**src/rtl/mpu_stream_tx.sv**
```systemverilog
// mpu_stream_tx: turns a raw MPU accelerometer stream into decimated gesture
// bursts. A large jump between consecutive raw samples starts a gesture of
// N_SAMPLES decimated samples. The block then waits for the recognizer result
// and holds mov low for a short gap before it can trigger again.
// Optional feature: define MPU_STREAM_TIMEOUT_EN to bound the result wait.
//
// state    | meaning
// IDLE     | tracking prev sample, looking for a trigger step
// STREAM   | sending every DECIM-th raw sample, mov high
// WAIT_RDY | all samples sent, waiting for res_ready, mov high
// GAP      | mov low for GAP_CYCLES cycles, raw input ignored
module mpu_stream_tx #(
  parameter int N_SAMPLES  = 30,
  parameter int DECIM      = 4,
  parameter int MOV_THRESH = 150,
  parameter int GAP_CYCLES = 4,
  parameter int TIMEOUT    = 1000000
) (
  input  logic               clk,
  input  logic               reset,
  input  logic               raw_valid,
  input  logic signed [15:0] raw_accel,
  input  logic               res_ready,
  output logic signed [31:0] mpu_valor,
  output logic               mpu_valid,
  output logic               mov,
  output logic               busy,
  output logic               gesture_done,
  output logic               err_timeout
);

  localparam int IW = (N_SAMPLES > 1) ? $clog2(N_SAMPLES) : 1;
  localparam int GW = $clog2(GAP_CYCLES + 1);
  localparam logic [IW-1:0] IDX_LAST = IW'(N_SAMPLES - 1);
  localparam logic [7:0]    DEC_LAST = 8'(DECIM - 1);
  localparam logic [GW-1:0] GAP_LOAD = GW'(GAP_CYCLES - 1);

  typedef enum logic [1:0] {IDLE, STREAM, WAIT_RDY, GAP} state_t;

  state_t             state_q, state_d;
  logic signed [31:0] prev_q, prev_d;
  logic               prev_ok_q, prev_ok_d;
  logic [7:0]         dec_q, dec_d;
  logic [IW-1:0]      idx_q, idx_d;
  logic               last_q, last_d;
  logic [GW-1:0]      gap_q, gap_d;
  logic signed [31:0] valor_q, valor_d;
  logic               valid_q, valid_d;
  logic               done_q, done_d;

  logic signed [31:0] product, scaled, diff;
  logic [31:0]        mag;
  logic [IW-1:0]      idx_nxt;

  // 16384 LSB/g to x100 m/s^2: multiply by 981, floor-divide by 2^14
  assign product = $signed({{16{raw_accel[15]}}, raw_accel}) * 32'sd981;
  assign scaled  = product >>> 14;
  assign diff    = scaled - prev_q;
  assign mag     = diff[31] ? 32'(-diff) : 32'(diff);
  assign idx_nxt = idx_q + IW'(1);

`ifdef MPU_STREAM_TIMEOUT_EN
  localparam int TW = $clog2(TIMEOUT + 1);
  localparam logic [TW-1:0] TMO_LOAD = TW'(TIMEOUT - 1);
  logic [TW-1:0] wait_q, wait_d;
  logic          tmo_q, tmo_d;
`endif

  // Next-state and datapath decisions for the gesture sequencer
  always_comb begin
    state_d   = state_q;
    prev_d    = prev_q;
    prev_ok_d = prev_ok_q;
    dec_d     = dec_q;
    idx_d     = idx_q;
    last_d    = last_q;
    gap_d     = gap_q;
    valor_d   = valor_q;
    valid_d   = 1'b0;
    done_d    = 1'b0;
`ifdef MPU_STREAM_TIMEOUT_EN
    wait_d    = wait_q;
    tmo_d     = 1'b0;
`endif
    case (state_q)
      IDLE: begin
        if (raw_valid) begin
          prev_d    = scaled;
          prev_ok_d = 1'b1;
          if (prev_ok_q && (mag >= 32'(MOV_THRESH))) begin
            state_d = STREAM;
            valid_d = 1'b1;
            valor_d = scaled;
            dec_d   = '0;
            idx_d   = '0;
            last_d  = (IDX_LAST == '0);
          end
        end
      end
      STREAM: begin
        // last_q delays the WAIT_RDY move so it lands after the final strobe
        if (last_q) begin
          state_d = WAIT_RDY;
          last_d  = 1'b0;
`ifdef MPU_STREAM_TIMEOUT_EN
          wait_d  = TMO_LOAD;
`endif
        end else if (raw_valid) begin
          if (dec_q == DEC_LAST) begin
            dec_d   = '0;
            valid_d = 1'b1;
            valor_d = scaled;
            idx_d   = idx_nxt;
            last_d  = (idx_nxt == IDX_LAST);
          end else begin
            dec_d = dec_q + 8'd1;
          end
        end
      end
      WAIT_RDY: begin
        if (res_ready) begin
          done_d  = 1'b1;
          state_d = GAP;
          gap_d   = GAP_LOAD;
`ifdef MPU_STREAM_TIMEOUT_EN
        end else if (wait_q == '0) begin
          tmo_d   = 1'b1;
          state_d = GAP;
          gap_d   = GAP_LOAD;
        end else begin
          wait_d = wait_q - TW'(1);
`endif
        end
      end
      GAP: begin
        if (gap_q == '0) begin
          state_d   = IDLE;
          prev_ok_d = 1'b0;
        end else begin
          gap_d = gap_q - GW'(1);
        end
      end
      default: state_d = IDLE;
    endcase
  end

  // State and datapath registers
  always_ff @(posedge clk or posedge reset) begin
    if (reset) begin
      state_q   <= IDLE;
      prev_q    <= '0;
      prev_ok_q <= 1'b0;
      dec_q     <= '0;
      idx_q     <= '0;
      last_q    <= 1'b0;
      gap_q     <= '0;
      valor_q   <= '0;
      valid_q   <= 1'b0;
      done_q    <= 1'b0;
    end else begin
      state_q   <= state_d;
      prev_q    <= prev_d;
      prev_ok_q <= prev_ok_d;
      dec_q     <= dec_d;
      idx_q     <= idx_d;
      last_q    <= last_d;
      gap_q     <= gap_d;
      valor_q   <= valor_d;
      valid_q   <= valid_d;
      done_q    <= done_d;
    end
  end

`ifdef MPU_STREAM_TIMEOUT_EN
  // Result-wait down-counter and timeout strobe
  always_ff @(posedge clk or posedge reset) begin
    if (reset) begin
      wait_q <= '0;
      tmo_q  <= 1'b0;
    end else begin
      wait_q <= wait_d;
      tmo_q  <= tmo_d;
    end
  end
  assign err_timeout = tmo_q;
`else
  assign err_timeout = 1'b0;
`endif

  assign mpu_valor    = valor_q;
  assign mpu_valid    = valid_q;
  assign gesture_done = done_q;
  // mov decodes straight from state so reset drops it without waiting a clock
  assign mov          = (state_q == STREAM) || (state_q == WAIT_RDY);
  assign busy         = (state_q != IDLE);

endmodule

```
**config.mk**
```make
export PLATFORM = sky130hd
export DESIGN_NAME = mpu_stream_tx
export DESIGN_NICKNAME = d
export VERILOG_FILES = /design/src/rtl/mpu_stream_tx.sv
export SDC_FILE = /design/constraint.sdc
export NUM_CORES = 1
export LEC_CHECK = 0
export CORE_UTILIZATION = 55
export CTS_CLUSTER_SIZE = 25
export DETAILED_ROUTE_END_ITERATION = 12
export GPL_TIMING_DRIVEN = 0
export MAX_ROUTING_LAYER = met4
export PLACE_DENSITY = 0.86
export REMOVE_ABC_BUFFERS = 1
export SLEW_MARGIN = 10
export SYNTH_ARGS = -nofsm -noshare
export SYNTH_HDL_FRONTEND = slang
export SYNTH_SLANG_ARGS = --single-unit
```
**constraint.sdc**
```tcl
create_clock -name clk -period 3.4 [get_ports clk]
set_input_delay 0.68 -clock clk [delete_from_list [all_inputs] [get_ports clk]]
set_output_delay 0.68 -clock clk [all_outputs]
set_load 0.02 [all_outputs]
```
==> impl_metrics.py <==
metrics = {
    "run_status": {
        "status": "finished, violations left",
        "failed_checks": "negative setup slack",
    },
    "floorplanning": {
        "die_x_um": 115,
        "die_h_um": 115,
        "core_um2": 12300,
        "start_util": 0.574,
        "ios": 57,
        "rows": 40,
        "die-area_um2": 13200,
    },
    "finish": {
        "fin_nets": 1033,
        "regArea_um2": 1200,
        "fillers": 683,
        "antenna_cells": 0,
        "final_util": 0.750,
        "final_cell_mix": "153 x inv_1, 90 x ha_1, 70 x fa_1, 48 x dfrtp_1, 47 x buf_4",
        "multi_input_area_um2": 5980,
        "syn_to_final_growth_pct": 30.7,
        "final_common_cell": "inv_1",
        "drive_above_1_share": 0.285,
    },
    "drt": {
        "vias": 6074,
        "drc": 0,
        "drt-total-wl_um": 21000,
        "dr.first_iter.drc_count": 565,
        "ant_nets": 0,
        "routedWlPerCell_um": 21.1,
        "vias_per_cell": 6.11,
        "dr.pass1.iters": 5,
    },
    "worst_setup_path": {
        "reg2reg_to": "last_q",
        "cpMaxStageDelayCell": "fa_1",
        "crit_path_end_kind": "flop",
        "path_max_fanout": 6,
        "crit_required_ns": 3.62,
        "timing.critical_path.buf_inv": 9,
        "arrival_ns": 8.38,
        "critPathMaxStageDelay_ns": 0.54,
        "criticalPathCategory": "in2reg",
        "startpoint_type": "input port",
        "cpMostUsedCell": "inv_1",
        "r2r_slack_ns": -0.48,
        "rr_worst_depth": 12,
        "r2r-start": "prev_q[0]",
        "crit_family": "adder cells",
    },
    "min_path": {
        "hold_path_end": "mpu_valor[1]",
        "min_delay_path_depth": 2,
        "min_path_type": "reg2reg",
        "min_from": "mpu_valor[1]",
    },
    "placement": {
        "dp_hpwl_um": 11100,
        "gp_congestion": 0.879,
        "io_buffers": 55,
    },
    "timing": {
        "clock_skew_ns": 0.00939,
        "slew_viol_final": 0,
        "setup_viol": 43,
        "hold_viol": 0,
        "tightest_slew_ns": 0.898,
        "worst_slack_ns": -4.76,
        "rsz0062_at_grt": "true",
        "clock.fmax_mhz": 123,
        "slew_headroom": 0.401,
        "final.period_utilization": 2.40,
        "post-route-min-period_ns": 8.16,
    },
    "cts": {
        "clock-sinks": 48,
        "root_buffer": "clkbuf_16",
        "cts_buffers": 5,
        "path_clk_slew_ns": 0.07,
        "htreeDepth": 2,
        "tritoncts": "yes",
        "cts_buffer_depth": 2,
        "clock_latency_ns": 0.31,
    },
    "synth": {
        "netlist_instances": 739,
        "yosysWarnings": 0,
        "ys_async_sr_fraction": 1.00,
        "synth_ff_type": "dfrtp_1",
        "yosysUniqueCellTypes": 76,
        "ys_seq_elements": 48,
        "syn_area_um2": 7030,
        "yosysSeqAreaShare": 0.171,
        "avgSynthCellArea_um2": 9.52,
        "synth_edf_count": 0,
    },
    "global_routing": {
        "grt_pass1_vias": 6141,
        "grt_pass1_wl_um": 29300,
        "grt_remaining_overflow": 0,
        "track_usage": 0.289,
        "grt_max_degree": 38,
        "antenna_found_initial": 0,
    },
    "run": {
        "cap_violations": 0,
    },
}
==> synthesized netlist by cell type (7+ instances only) <==
cell / instances / area (um2)
a21oi_1: 18 / 90.1
mux2_2: 17 / 191
a31oi_1: 7 / 43.8
nand2_1: 29 / 109
xor2_1: 12 / 105
xnor2_1: 16 / 140
a21o_1: 8 / 60.1
inv_1: 163 / 612
fa_1: 71 / 1420
mux2_4: 7 / 105
nand3_1: 16 / 80.1
o31ai_1: 7 / 52.6
buf_4: 20 / 150
dfrtp_1: 48 / 1200
nor2_1: 24 / 90.1
ha_1: 117 / 1460
o21ai_0: 37 / 185
==> worst max path at each step <==
stage | startpoint | endpoint | cells past startpoint
4_1_cts | raw_accel[6] | mpu_valor[2] | 32
2_1_floorplan | raw_accel[3] | mpu_valor[30] | 26
5_1_grt | raw_accel[8] | dec_q[7] | 33
3_5_place_dp | raw_accel[8] | mpu_valor[3] | 29
3_3_place_gp | raw_accel[8] | mpu_valor[6] | 29
6_report | raw_accel[8] | dec_q[7] | 33
==> worst reg2reg max path: stages (launching register included) <==
cell      delay (ns)
dfrtp_1         0.45
ha_4            0.20
fa_2            0.36
nand2b_4        0.16
a21o_4          0.23
a21oi_2         0.27
nand2_1         0.25
or3_1           0.45
a311oi_2        0.38
o21ai_0         0.24
o211ai_1        0.35
o21ai_1         0.13
mux2_2          0.28
==> registers in the layout, indices dropped and copies added, names as in the netlist <==
| register | cells |
|---|---|
| state_q | 2 |
| gap_q | 3 |
| idx_q | 5 |
| prev_q | 13 |
| last_q | 1 |
| mpu_valid | 1 |
| gesture_done | 1 |
| mpu_valor | 13 |
| prev_ok_q | 1 |
| dec_q | 8 |
==> cell type report <==
type / count / share of cell area
inverters: 163 / 0.0666
well taps: 168 / 0.0229
clock inverters: 3 / 0.00463
clock buffers: 5 / 0.0136
flip-flops and latches: 48 / 0.131
multi-input cells: 498 / 0.650
repair buffers: 109 / 0.111
==> timing repair <==
| item | 4_1_cts | 5_1_grt |
|---|---|---|
| hold buffers | 0 | 0 |
| resized for setup | 203 | 76 |
| pin swaps | 69 | 46 |
| cloned | 4 | 0 |
| setup buffers | 31 | 24 |
| endpoints found under the setup margin | 43 | 43 |
==> metrics by stage <==
stage | instances | instance area [um2] | worst slack, ns | hold slack, ns | TNS [ns]
after detailed placement | 930 | 7570 | -6.39 | 0.491 | -225.03
after floorplan | 706 | 6790 | -4.56 | 0.456 | -155.38
final | 994 | 9190 | -4.76 | 0.509 | -163.44
after global routing | 994 | 9190 | -4.92 | 0.519 | -170.03
after global placement | 929 | 7550 | -6.19 | 0.472 | -217.24
after CTS | 973 | 8690 | -4.15 | 0.508 | -141.76
==> layer usage <==
layer  part of all wire  global-route usage  wire, um  up-vias
met5                  0                   -         0        -
met4              0.070               0.123      1460        0
met3              0.054              0.0295      1130      159
met2               0.51               0.515     10700      357
met1               0.37               0.330      7660     2954
li1                   -                   -         -     2604
==> cells by family (layout without fill, tap and decap cells) <==
logic type               after synthesis  after routing  share of synthesized area
flip-flops                            48             48                      0.171
other                                  1              1                   0.000533
adder cells (fa/ha/maj)              188            188                      0.410
AO/OA/AOI/OAI                        121            124                      0.117
AND/OR/NAND/NOR                      129            129                     0.0970
XOR/XNOR                              28             28                     0.0349
buffers and inverters                196            280                      0.122
multiplexers                          28             28                     0.0479
Power is left out: the tool's default activity adds up to more than one toggle a clock period on the data nets, which glitch-free logic cannot reach.
